$ cat src/rtl/stream_packer.sv
// Packs RATIO narrow elements into one wide word; closing element shows on data_out next cycle.
// Backpressure: while a word is held, input ready follows data_out_rdy so pop and refill share a cycle.
module stream_packer #(
  parameter int ELEM_WIDTH = 32,
  parameter int RATIO      = 4
) (
  input  logic                          clk,
  input  logic                          arst,
  input  logic [ELEM_WIDTH-1:0]         data_in,
  input  logic                          data_in_val,
  input  logic                          data_in_last,
  output logic                          data_in_rdy,
  input  logic                          flush,
  output logic [RATIO*ELEM_WIDTH-1:0]   data_out,
  output logic [RATIO-1:0]              data_out_keep,
  output logic                          data_out_last,
  output logic                          data_out_val,
  input  logic                          data_out_rdy,
  output logic                          busy
);

  localparam int CNT_W = $clog2(RATIO);
  localparam int DW    = RATIO * ELEM_WIDTH;

  typedef enum logic {FILL, HOLD} state_t;

  state_t              state_q;
  logic [CNT_W-1:0]    cnt_q;
  logic [DW-1:0]       acc_q;
  logic [RATIO-1:0]    keep_q;
  logic                last_q;

  logic                accept;
  logic                pop;
  logic [DW-1:0]       acc_d;
  logic [RATIO-1:0]    keep_d;

  assign data_in_rdy   = (state_q == FILL) || data_out_rdy;
  assign accept        = data_in_val && data_in_rdy;
  assign data_out_val  = (state_q == HOLD);
  assign pop           = data_out_val && data_out_rdy;
  assign data_out      = acc_q;
  assign data_out_keep = keep_q;
  assign data_out_last = last_q;
  assign busy          = (state_q == HOLD) || (cnt_q != '0);

  // Accumulator with the incoming element dropped into the current slot.
  always_comb begin
    acc_d  = acc_q;
    keep_d = keep_q;
    for (int k = 0; k < RATIO; k++) begin
      if (cnt_q == CNT_W'(k)) begin
        acc_d[k*ELEM_WIDTH +: ELEM_WIDTH] = data_in;
        keep_d[k]                         = 1'b1;
      end
    end
  end

  always_ff @(posedge clk or posedge arst) begin
    if (arst) begin
      state_q <= FILL;
      cnt_q   <= '0;
      acc_q   <= '0;
      keep_q  <= '0;
      last_q  <= 1'b0;
    end else if (state_q == FILL) begin
      if (accept) begin
        acc_q  <= acc_d;
        keep_q <= keep_d;
        if (cnt_q == CNT_W'(RATIO-1) || data_in_last || flush) begin
          state_q <= HOLD;
          last_q  <= data_in_last;
          cnt_q   <= '0;
        end else begin
          cnt_q <= cnt_q + CNT_W'(1);
        end
      end else if (flush && cnt_q != '0) begin
        state_q <= HOLD;
        last_q  <= 1'b0;
        cnt_q   <= '0;
      end
    end else if (pop) begin
      if (accept) begin
        // Refill slot 0 of a fresh word in the same cycle as the pop.
        acc_q  <= DW'(data_in);
        keep_q <= RATIO'(1);
        if (data_in_last) begin
          state_q <= HOLD;
          last_q  <= 1'b1;
          cnt_q   <= '0;
        end else begin
          state_q <= FILL;
          last_q  <= 1'b0;
          cnt_q   <= CNT_W'(1);
        end
      end else begin
        state_q <= FILL;
        acc_q   <= '0;
        keep_q  <= '0;
        last_q  <= 1'b0;
        cnt_q   <= '0;
      end
    end
  end

endmodule

$ cat config.mk
export PLATFORM = sky130hd
export DESIGN_NAME = stream_packer
export DESIGN_NICKNAME = d
export VERILOG_FILES = /design/src/rtl/stream_packer.sv
export SDC_FILE = /design/constraint.sdc
export NUM_CORES = 1
export LEC_CHECK = 0
export ABC_AREA = 0
export ABC_CLOCK_PERIOD_IN_PS = 6150
export CAP_MARGIN = 30
export CORE_MARGIN = 4
export CORE_UTILIZATION = 28
export DETAILED_ROUTE_END_ITERATION = 16
export PLACE_DENSITY = 0.58
export SLEW_MARGIN = 20
export SYNTH_ARGS = -nofsm -noshare
export SYNTH_HDL_FRONTEND = slang
export SYNTH_SLANG_ARGS = --single-unit
$ cat constraint.sdc
create_clock -name clk -period 6.15 [get_ports clk]
set_input_delay 0.9225 -clock clk [delete_from_list [all_inputs] [get_ports clk]]
set_output_delay 0.9225 -clock clk [all_outputs]
set_load 0.01 [all_outputs]
Word level (Yosys, flattened, before mapping)
Index checks and enable logic that the tools add are counted.
{ "totals": {"register_bits": 136, "input_bits": 38, "output_inout_bits": 136, "wordCells": 74} }
{ "classes": {"addsub": 1, "eq_ne": 5, "mux": 35, "n_bitwise": 1, "n_reduce_logical": 21} }
{ "op_table": {"columns": ["cell", "count"], "rows": [
  ["$mux 128", 3],
  ["$mux 32", 5],
  ["$mux 1", 18],
  ["$reduce_and 3->1", 5],
  ["$mux 2", 6],
  ["$mux 4", 3],
  ["$reduce_bool 2->1", 6],
  ["$eq 2x2->1 const B", 2],
  ["$logic_or 1x1->1", 4],
  ["$logic_and 1x1->1", 3],
  ["$ne 3x2->1 const B", 1],
  ["$reduce_bool 3->1", 1],
  ["$add 2x1->2 const B", 1],
  ["$eq 2x1->1 const B", 1],
  ["$logic_not 2->1", 1],
  ["$ne 2x1->1 const B", 1],
  ["$reduce_and 2->1", 1],
  ["$not 1->1", 1]
]} }

Longest topological paths before layout
{ "depth": {"word_depth": 6, "ltp_mapped": 7, "depth_no_buf": 5} }

Worst setup path before layout
No wires, ideal clock.
{ "synth_timing": {"kind": "in2out", "startpoint": "input port data_out_rdy", "endpoint": "output port data_in_rdy", "t_arrival_ns": 1.102, "required_time_ns": 5.227, "slack_ns": 4.126, "path_stages": 1, "path_buffers": 0, "path_cell_list": "nand2b_1"} }
{ "synth_via": {"elab_chain_len": 1} }
{ "synth_lines": {"columns": ["element", "line_no", "rtl"], "rows": [
  ["from (decl)", "18", "input logic data_out_rdy,"],
  ["$logic_or 1x1->1", "38", "assign data_in_rdy = (state_q == FILL) || data_out_rdy;"],
  ["to (decl)", "12", "output logic data_in_rdy,"]
]} }
No other way between the ends.

Final worst setup path
Ends and elaborated chain as after synthesis.

==> impl_metrics.ini <==
[critical_path]
crit_arrival_ps = 2190
cp_slowest_cell = clkdlybuf4s50_1
critPathTopFamily = buffers and inverters
worstSetupStartpoint = data_out_rdy
cp-endpoint = data_in_rdy
crit_buf_inv = 2
r2r_cells = 4
worstReg2RegEnd = data_out[115]$_DFFE_PP0P_
worst_path_most_repeated_cell = clkdlybuf4s50_1
cp-start-kind = input port
r2r_slack_ps = 4000
path_cells = clkdlybuf4s50_1 -> nand2b_1 -> clkdlybuf4s50_1
max_stage_delay_ps = 560
crit_cells = 3
worstSetupEndpointType = output pin
path_class = in2out
r2r-start = data_out_val$_DFF_PP0_
cp_max_fo = 3
required_ps = 5230

[route]
wl_mm = 14.9
num_vias = 4201
via_per_inst = 4.81
ant_nets = 0
routedWlPerCell_um = 17.1
drtIter0Drc = 151
drc = 0
first_pass_iters = 4

[cts]
cts-root-buf = clkbuf_16
insertion_delay_ps = 410
clock_sinks = 136
clockBufferDepth = 2
ctsResizeCount = 0
htreeDepth = 4
cts_tree = yes
hold_buffers = 0
cts_buffers = 17
clk_pin_slew_ps = 60
cts_setup_buffers = 0

[synthesis]
ys_seq_area_frac = 0.649
ys_seq_elements = 136
yosysTopAreaCell = dfrtp_1
ys_warn_count = 0
synth_top_area_frac = 0.649
synth_cell_types = 28
syn_area_per_cell_um2 = 11.2
syn-cell-area_um2 = 5240
postSynthNetCount = 512
syn_inst = 470
synthTopCellsByArea = dfrtp_1 65%, o21ai_0 9.4%, nand3_1 9.2%, a22o_1 5.5%, inv_1 2.6%

[power_and_ir_drop]
leakagePower_nw = 3.49
vdd_ir_drop_max_uv = 181
p_switching_mw = 0.635
seqPwrFrac = 0.404
switching_share = 0.249
comb_power_share = 0.169
p_clk_frac = 0.427
p_int_mw = 1.91
powerDensity_nw_per_um2 = 326

[grt]
antenna_found_initial = 0
grt_max_degree = 88
grt_pass1_vias = 4369
grt_usage = 0.145
grt-ovfl-total = 0
grt_pass1_wl_mm = 23.6

[die]
ios = 174
coreArea_um2 = 18200
num_rows = 49
die_h_um = 145
start_util = 0.288
dieArea_um2 = 21000
die_w_um = 145

[timing]
clock.fmax_mhz = 321
tightest_slew_ps = 810
setup_viol = 0
setup_tns_ps = 0
clock_skew_ps = 9.46
slew_violations = 0
relSlewSlack = 0.458
rsz0062_at_grt = no
period_share = 0.506
finalHoldViolations = 0
hold_ws_ps = 481
min_period_ps = 3110

[place]
gp_congestion = 0.797
io_buffers = 173
hpwl_mm = 10.4

[finish]
layout-drive-gt1-share = 0.0714
num_antenna_cells = 0
fill_cells = 1682
fin_nets = 673
final_cell_mix = 173 x clkdlybuf4s50_1, 136 x dfrtp_1, 98 x o21ai_0
syn_to_final_growth_pct = 49.1
final_common_cell = clkdlybuf4s50_1

[hold_path]
min_path_type = reg2reg

[status]
status = complete, no violations

[job]
cap_violations = 0
-- cell usage after synthesis --
library cell / n
clkbuf_1: 10
o21a_4: 1
o21ai_0: 98
inv_1: 36
nand2b_1: 2
inv_2: 1
nand3b_1: 3
a21oi_1: 1
nor3_1: 1
buf_6: 3
nor2b_1: 1
o41ai_1: 1
a21o_1: 2
o31ai_1: 1
dfrtp_1: 136
ha_1: 4
nand3_1: 96
a22o_1: 33
nand4b_1: 1
a21oi_2: 1
and3_1: 1
a211o_1: 1
nand2_1: 7
or2_2: 1
nor4_1: 1
nand2b_4: 1
buf_4: 3
buf_2: 23
-- area by class of cell --
| class | instances | area (µm²) | share of cell area |
|---|---|---|---|
| Multi-Input combinational cell | 258 | 1510 | 0.193 |
| Sequential cell | 136 | 3400 | 0.435 |
| Timing Repair Buffer | 181 | 1840 | 0.235 |
| Clock inverter | 11 | 169 | 0.0216 |
| Tap cell | 229 | 287 | 0.0367 |
| Inverter | 37 | 144 | 0.0184 |
| Clock buffer | 21 | 470 | 0.0602 |
-- worst min path at each step --
| stage | startpoint | to | cells after the start |
|---|---|---|---|
| finish | data_out_keep[2]$_DFFE_PP0P_ | data_out_keep[2]$_DFFE_PP0P_ | 2 |
| global route | data_out[12]$_DFFE_PP0P_ | data_out[12]$_DFFE_PP0P_ | 1 |
| CTS | data_out_keep[2]$_DFFE_PP0P_ | data_out_keep[2]$_DFFE_PP0P_ | 2 |
| detailed placement | data_out_keep[2]$_DFFE_PP0P_ | data_out_keep[2]$_DFFE_PP0P_ | 2 |
| global placement | data_out_keep[1]$_DFFE_PP0P_ | data_out_keep[1]$_DFFE_PP0P_ | 2 |
| floorplan | data_out_keep[1]$_DFFE_PP0P_ | data_out_keep[1]$_DFFE_PP0P_ | 2 |
-- flip-flops by register name (all words and copies together) (netlist names) --
register       count
data_out         128
data_out_keep      4
cnt_q              2
data_out_last      1
data_out_val       1
-- metal layers --
layer / vias up / share of wire / routed length, µm / track usage
met5: - / 0 / 0 / 0
met4: 0 / 0.013 / 187 / 0.0442
met3: 17 / 0.047 / 695 / 0.0355
met2: 116 / 0.49 / 7270 / 0.240
met1: 2092 / 0.45 / 6770 / 0.189
li1: 1976 / - / - / -
-- power by group through the flow --
stage | clock network (mW) | registers [mW] | logic, mW
after detailed placement | 0 | 1.04 | 0.432
after global placement | 0 | 1.04 | 0.418
after global routing | 1.15 | 1.04 | 0.467
after floorplan | 0 | 1.07 | 0.163
after CTS | 1.12 | 1.03 | 0.433
final | 1.09 | 1.03 | 0.431
-- kinds of logic after synthesis --
group	Yosys count	synth area share
AOI/OAI and AO/OA	139	0.162
DFF	136	0.649
and+or+nand+nor	115	0.113
buffers and inverters	76	0.0663
adders and majority gates	4	0.00954
-- stage by stage --
stage / utilization / power, mW / instances / worst slack, ps / cell area (µm²)
after floorplan: - / 1.23 / 470 / 1590 / 5240
after global placement: 0.390 / 1.46 / 837 / 2730 / 7100
after detailed placement: 0.392 / 1.48 / 839 / 2880 / 7130
after CTS: 0.427 / 2.58 / 871 / 3040 / 7770
after global routing: 0.429 / 2.65 / 873 / 2970 / 7820
final: 0.429 / 2.55 / 873 / 3040 / 7820
-- worst min-delay path: stages (launching register included) --
cell	delay (ps)
dfrtp_1	340
nand2_1	50
nand2_1	50
(Power assumes the default switching activity.)
